--- config.mk ---
export PLATFORM = sky130hd
export DESIGN_NAME = pwm_duty_ramp
export DESIGN_NICKNAME = d
export VERILOG_FILES = /design/src/rtl/pwm_duty_ramp.sv
export SDC_FILE = /design/constraint.sdc
export NUM_CORES = 1
export LEC_CHECK = 0
export CORE_MARGIN = 3
export CORE_UTILIZATION = 52
export DETAILED_ROUTE_END_ITERATION = 7
export GPL_ROUTABILITY_DRIVEN = 0
export PLACE_DENSITY = 0.74
export SLEW_MARGIN = 40
export SYNTH_ARGS = -nofsm -noshare
export SYNTH_HDL_FRONTEND = slang
export SYNTH_SLANG_ARGS = --single-unit
--- constraint.sdc ---
create_clock -name clk -period 4.85 [get_ports clk]
set_clock_uncertainty 0.2 [all_clocks]
set_input_delay 0.97 -clock clk [delete_from_list [all_inputs] [get_ports clk]]
set_output_delay 0.97 -clock clk [all_outputs]
set_load 0.03 [all_outputs]
--- src/rtl/pwm_duty_ramp.sv ---
// Slew-limited duty source for an 8-bit PWM generator. Moves the applied duty toward
// a handshaked target by at most `step` per PWM period, updating only on period boundaries.
module pwm_duty_ramp #(
  parameter int WIDTH  = 8,
  parameter int PERIOD = 256
) (
  input  logic             clk,
  input  logic             reset,
  input  logic             enable,
  input  logic             tgt_valid,
  output logic             tgt_ready,
  input  logic [WIDTH-1:0] tgt_duty,
  input  logic [WIDTH-1:0] step,
  output logic [WIDTH-1:0] duty_cycle,
  output logic             period_tick,
  output logic             busy,
  output logic             at_target
);

  localparam int CW = (PERIOD > 2) ? $clog2(PERIOD) : 1;
  localparam logic [CW-1:0] LAST = CW'(PERIOD - 1);

  typedef enum logic [1:0] {
    S_OFF,
    S_HOLD,
    S_RAMP,
    S_STOP
  } state_t;

  state_t           state_reg, state_next;
  logic [CW-1:0]    cnt_reg, cnt_next;
  logic             tick_reg, tick_next;
  logic [WIDTH-1:0] duty_reg, duty_next;
  logic [WIDTH-1:0] target_reg, target_next;

  // Step arithmetic working signals (one extra bit so nothing wraps).
  logic [WIDTH-1:0] eff_tgt;
  logic [WIDTH:0]   sum_w;
  logic [WIDTH:0]   diff_w;
  logic [WIDTH:0]   tgt_w;
  logic [WIDTH-1:0] stepped;

  // Free-running period counter; the tick is registered so it lines up with cnt == LAST.
  always_comb begin
    cnt_next  = (cnt_reg == LAST) ? '0 : cnt_reg + CW'(1);
    tick_next = (cnt_next == LAST);
  end

  // Target register: cleared whenever disabled, so a soft-stop always heads for 0.
  always_comb begin
    target_next = target_reg;
    if (!enable) begin
      target_next = '0;
    end else if (tgt_valid) begin
      target_next = tgt_duty;
    end
  end

  // A tick seen with enable low already steps toward 0.
  always_comb begin
    eff_tgt = enable ? target_reg : '0;
    sum_w   = {1'b0, duty_reg} + {1'b0, step};
    diff_w  = {1'b0, duty_reg} - {1'b0, step};
    tgt_w   = {1'b0, eff_tgt};
    stepped = eff_tgt;
    if (step == '0 || duty_reg == eff_tgt) begin
      stepped = eff_tgt;
    end else if (eff_tgt > duty_reg) begin
      stepped = (sum_w >= tgt_w) ? eff_tgt : sum_w[WIDTH-1:0];
    end else begin
      stepped = (diff_w[WIDTH] || diff_w <= tgt_w) ? eff_tgt : diff_w[WIDTH-1:0];
    end
  end

  always_comb begin
    state_next = state_reg;
    duty_next  = duty_reg;
    if (tick_reg) begin
      duty_next = stepped;
      if (enable) begin
        state_next = (stepped == target_reg) ? S_HOLD : S_RAMP;
      end else begin
        state_next = (stepped == '0) ? S_OFF : S_STOP;
      end
    end else begin
      case (state_reg)
        S_OFF: begin
          if (enable) begin
            state_next = S_HOLD;
          end
        end
        S_HOLD: begin
          if (!enable) begin
            state_next = (duty_reg != '0) ? S_STOP : S_OFF;
          end else if (target_reg != duty_reg) begin
            state_next = S_RAMP;
          end
        end
        S_RAMP: begin
          if (!enable) begin
            state_next = S_STOP;
          end
        end
        S_STOP: begin
          if (enable) begin
            state_next = S_RAMP;
          end
        end
        default: state_next = S_OFF;
      endcase
    end
  end

  always_ff @(posedge clk or negedge reset) begin
    if (!reset) begin
      state_reg  <= S_OFF;
      cnt_reg    <= '0;
      tick_reg   <= 1'b0;
      duty_reg   <= '0;
      target_reg <= '0;
    end else begin
      state_reg  <= state_next;
      cnt_reg    <= cnt_next;
      tick_reg   <= tick_next;
      duty_reg   <= duty_next;
      target_reg <= target_next;
    end
  end

  // Handshake and status outputs are held low while reset is asserted.
  assign tgt_ready   = reset & enable;
  assign duty_cycle  = duty_reg;
  assign period_tick = tick_reg;
  assign busy        = (state_reg == S_RAMP) || (state_reg == S_STOP);
  assign at_target   = reset & enable & (duty_reg == target_reg);

endmodule

# Word-level counts from Yosys, hierarchy flattened
# Cells that the tools add are included.
# word_totals
reg_bits	27
input_bits	20
output_inout_bits	12
word_cells	54
# classes
add_sub_neg	3
magnitude_cmp	3
n_eq_ne	14
mux	19
n_bitwise	2
n_reduce_logical	8
# op_table
op	n
$mux 8	8
$eq 8x8->1	3
$mux 2	10
$eq 8x8->1 const B	2
$logic_not 8->1	2
$add 8x8->9	1
$ge 9x8->1	1
$le 9x8->1	1
$ne 3x3->1 const B	3
$sub 8x8->9	1
$add 8x1->8 const B	1
$gt 8x8->1	1
$ne 8x8->1	1
$pmux 2 s4	1
$reduce_bool 8->1	1
$eq 2x2->1 const B	2
$ne 4x4->1 const B	1
$reduce_and 4->1	1
$logic_or 1x1->1	3
$and 1x1->1	2
$eq 2x1->1 const B	1
$logic_not 2->1	1
$ne 2x1->1 const B	1

# Depth between registers and ports, before layout
# Gate-level depths: netlist of run 1.
# logic_depth
word_depth	10
depth_mapped	18
depth_no_buf	18

# Least setup slack after synthesis of run 1
# No wires, ideal clock.
# synth_path
kind	input port to flip-flop
startpoint	in step[0]
endpoint	reg state_reg[0]
setup_time_ns	0.126
arrival_time_ns	4.386
required_time_ns	4.524
path_slack_ns	0.138
cell_stages	17
n_path_buf	0
cell_sequence	ha_1 -> inv_1 -> fa_1 -> a211oi_1 -> o21ai_0 -> a21oi_1 -> xnor2_1 -> ha_1 -> a22oi_1 -> o211ai_1 -> o22a_1 -> nand2_1 -> mux2_1 -> a221o_1 -> o22ai_1 -> and4bb_1 -> a221o_1
# synth_via
elab_chain_len	10
word_cells_on_any_way	17
classes_between	add/sub (2); order compare (2); eq/ne (1); mux (8); reduce/logical (4)
# synth_lines
item	line_no	rtl
from (decl)	13	input logic [WIDTH-1:0] step,
$sub 8x8->9	63	diff_w = {1'b0, duty_reg} - {1'b0, step};
$le 9x8->1	71	stepped = (diff_w[WIDTH] || diff_w <= tgt_w) ? eff_tgt : diff_w[WIDTH-1:0];
$logic_or 1x1->1	71	
$mux 8	71	
$mux 8	68	end else if (eff_tgt > duty_reg) begin
$mux 8 (*)	66	if (step == '0 || duty_reg == eff_tgt) begin
$eq 8x8->1 or $logic_not 8->1 (tied branches)	81, 83	
$mux 2, on equally long branches	81, 83	
$mux 2 (*)	80	if (enable) begin
$mux 2 (*)	78	if (tick_reg) begin
to (signal assigned)	122	state_reg <= state_next;
to (decl)	30	state_t state_reg, state_next;
# Mark *: on every way between the ends. The rest lies on a longest branch, timed or not.
# A chain may end at the register's enable or synchronous reset.

# Worst setup path in the final report of run 1
# layout_path
startpoint	in step[5]
endpoint	reg state_reg[0]
# Same word-level chain as after synthesis.

==> reports/qor.yml, run 1 <==
n_antenna_cell: 0
wirelength_um: 10400
clk_pin_slew_ns: 0.10
synthMuxAreaShare_pct: 3.99
io-pin-count: 32
via_count: 3438
final.min_clock_period_ns: 4.81
antenna_found_initial: 0
core_area_sq_um: 5610
yosysTopAreaCell: "dfrtp_1"
clk_root_buffer_cell: "clkbuf_8"
drt_iter0_markers: 508
max_freq_mhz: 208
vias_per_cell: 6.29
synth_simple_gate_area_share_pct: 19.0
crit_fanout: 6
htree_num_levels: 1
synthCells: 371
grt-ovfl-total: 0
final-setup-viol-count: 0
power_density_nw_per_um2: 179
synth_compound_area_share_pct: 23.1
die_x_um: 82.9
period_share_pct: 99.2
critPathLaunchType: "input port"
die-area_sq_um: 6860
ant_nets: 0
clock_sinks: 27
yosysWarnings: 0
synth_seq_area_share_pct: 22.0
syn_area_per_cell_sq_um: 8.28
grt_start_max_net_pins: 28
numPortBuffers: 31
crit_required_ns: 4.82
num_rows: 27
dpl_cell_area_sq_um: 3910
dpl.hpwl_um: 7690
cp-end-kind: "flip-flop"
synth.area.top_cells: "dfrtp_1 22%, ha_1 17%, inv_1 4.6%"
drive_above_1_share_pct: 30.3
cpMaxStageDelayCell: "clkdlybuf4s50_1"
swShare_pct: 36.8
r2r_start: "duty_cycle[0]"
drtPass1Iterations: 6
p_int_uw: 492
synth-edff-count: 0
worst_slew_pin_slew_ns: 0.728
status: "finished clean"
grt_pass1_vias: 3189
syn_area_sq_um: 3070
drv_slew: 0
die_h_um: 82.9
worst-setup-path-type: "in2reg"
tritoncts: "yes"
syn_nets: 435
holdBufCountCts: 0
final.setup.tns_ns: 0
min_path_type: "reg2reg"
cap_viol_max_count: 0
power_leakage_nw: 2.06
cp-startpoint: "step[5]"
grt.total_usage_pct: 29.1
switchingPower_uw: 287
synth-async-reset-ratio_pct: 100
clk_latency_ns: 0.29
ys_seq_elements: 27
ys.flop_type: "dfrtp_1"
final_hold_viol_count: 0
power.share.sequential_pct: 30.4
synth_xor_area_share_pct: 6.84
slowest_delay_ns: 0.48
yosysUniqueCellTypes: 62
p_comb_share_pct: 51.6
numCtsBuffers: 3
synth_top_family_by_area: "compound AO/OA/AOI/OAI gates"
synthAdderAreaFrac_pct: 18.4
cts_buffer_depth: 2
critPathArrivalTime_ns: 4.78
fin_nets: 540
ir_worst_vdd_v: 0.000135
cp_cell_sequence: "clkdlybuf4s50_1 -> inv_1 -> ha_4 -> or3_4 -> nand2_1 -> a31oi_1 -> xor2_1 -> ha_1 -> nor3_1 -> o211ai_1 -> o22a_2 -> nand3_4 -> buf_4 -> o22ai_2 -> buf_4 -> nor3_1 -> a211oi_1 -> and4bb_1 -> a221o_1"
pwr-share-clk_pct: 18.0
post-route-util_pct: 77.7
yosysTopAreaCellShare_pct: 22.0
min_from: "cnt_reg[4]"
routedWlPerCell_um: 19.0
start_util_pct: 54.8
slew-limit-headroom_pct: 51.4
syn_to_final_growth_pct: 41.9
postLayoutCellArea_sq_um: 4360
grt_pass1_wl_um: 16300
drc: 0
[logic make-up after synthesis]
| kind of cell | count (synthesis) |
|---|---|
| xor+xnor | 24 |
| mux | 12 |
| fa+ha+maj | 44 |
| simple gates | 117 |
| flops | 27 |
| buf+inv | 50 |
| compound gates | 97 |
[cell type report]
class                           instances  area [sq um]
Clock buffer                            3          41.3
Clock inverter                          1          7.51
Fill cell                             365          1250
Inverter                               38           143
Multi-Input combinational cell        294          2480
Sequential cell                        27           676
Tap cell                               72          90.1
Timing Repair Buffer                  112           923
[worst paths after layout]
| kind | slack [ns] | cells past startpoint | to |
|---|---|---|---|
| worst max-delay path | 0.04 | 19 | state_reg[0] |
| worst min-delay path | 0.31 | 1 | cnt_reg[4] |
| worst max register to register | 0.28 | 20 | state_reg[0] |
| worst min register to register | 0.31 | 1 | cnt_reg[4] |
| max in group asynchronous | 3.29 | 2 | state_reg[0] |
| min in group asynchronous | 0.89 | 2 | duty_cycle[6] |
[cell usage in the layout (no fill, tap or decap), drive strengths merged, types with 4 or more instances in the layout]
master / count
a211oi: 9
a21o: 4
a21oi: 13
a22oi: 5
a31oi: 9
buf: 82
clkbuf: 4
clkdlybuf4s50: 26
dfrtp: 27
ha: 42
inv: 38
mux2i: 10
nand2: 33
nand2b: 4
nand3: 7
nand4: 7
nor2: 36
nor3: 6
nor4: 7
o21a: 4
o21ai: 17
o221ai: 4
o22ai: 4
xnor2: 9
xor2: 15
[metrics by stage]
step	setup WS, ns	std cells	hold WS (ns)	total power [mW]
after floorplan	0.138	371	0.258	0.411
after global placement	-0.545	528	0.286	0.542
after detailed placement	-0.700	528	0.298	0.551
after CTS	0.0126	541	0.317	0.730
after global routing	-0.139	547	0.360	0.814
final	0.0385	547	0.314	0.779
[layer usage]
metal,vias up,track usage (%),part of all wire (%)
met3,46,2.78,9.1
met4,0,8.47,4.4
li1,1576,-,-
met5,-,0,0
met1,1606,41.5,40
met2,210,46.6,46
[critical path: cells and delay by family]
kind	cells	cell delay, ns
buffers and inverters	4	0.84
XOR/XNOR	1	0.19
AND/OR/NAND/NOR	6	1.29
adder cells (fa/ha/maj)	2	0.49
AO/OA/AOI/OAI	6	1.00
[cells in the mapped netlist, types with 7 or more instances]
library cell / count
ha_1: 42
inv_1: 38
nor2_1: 36
nand2_1: 33
dfrtp_1: 27
o21ai_0: 15
xor2_1: 15
a21oi_1: 13
mux2i_1: 10
a31oi_1: 9
xnor2_1: 9
a211oi_1: 8
clkbuf_1: 7
nand4_1: 7
nor4_1: 7
[power groups by stage]
stage / sequential [mW] / combinational [mW] / clock [mW]
floorplan: 0.238 / 0.173 / 0
global placement: 0.241 / 0.301 / 0
detailed placement: 0.241 / 0.310 / 0
CTS: 0.236 / 0.355 / 0.138
global route: 0.237 / 0.429 / 0.148
finish: 0.237 / 0.402 / 0.140
[timing repair]
action	CTS	global route
gates cloned	0	0
resized for setup	38	38
endpoints found under the setup margin	3	2
hold endpoints to repair	0	0
buffers inserted	9	7
pin swaps	33	28
Power figures use the tool's default switching activity.
==> inputs of run 2 (changes only) <==
--- a/config.mk
+++ b/config.mk
@@ -5,6 +5,7 @@
 export SDC_FILE = /design/constraint.sdc
 export NUM_CORES = 1
 export LEC_CHECK = 0
+export ABC_CLOCK_PERIOD_IN_PS = 4850
 export CORE_MARGIN = 3
 export CORE_UTILIZATION = 52
 export DETAILED_ROUTE_END_ITERATION = 7
==> results of run 2 <==
The final DEF is identical to that of run 1; final timing and power are the same.
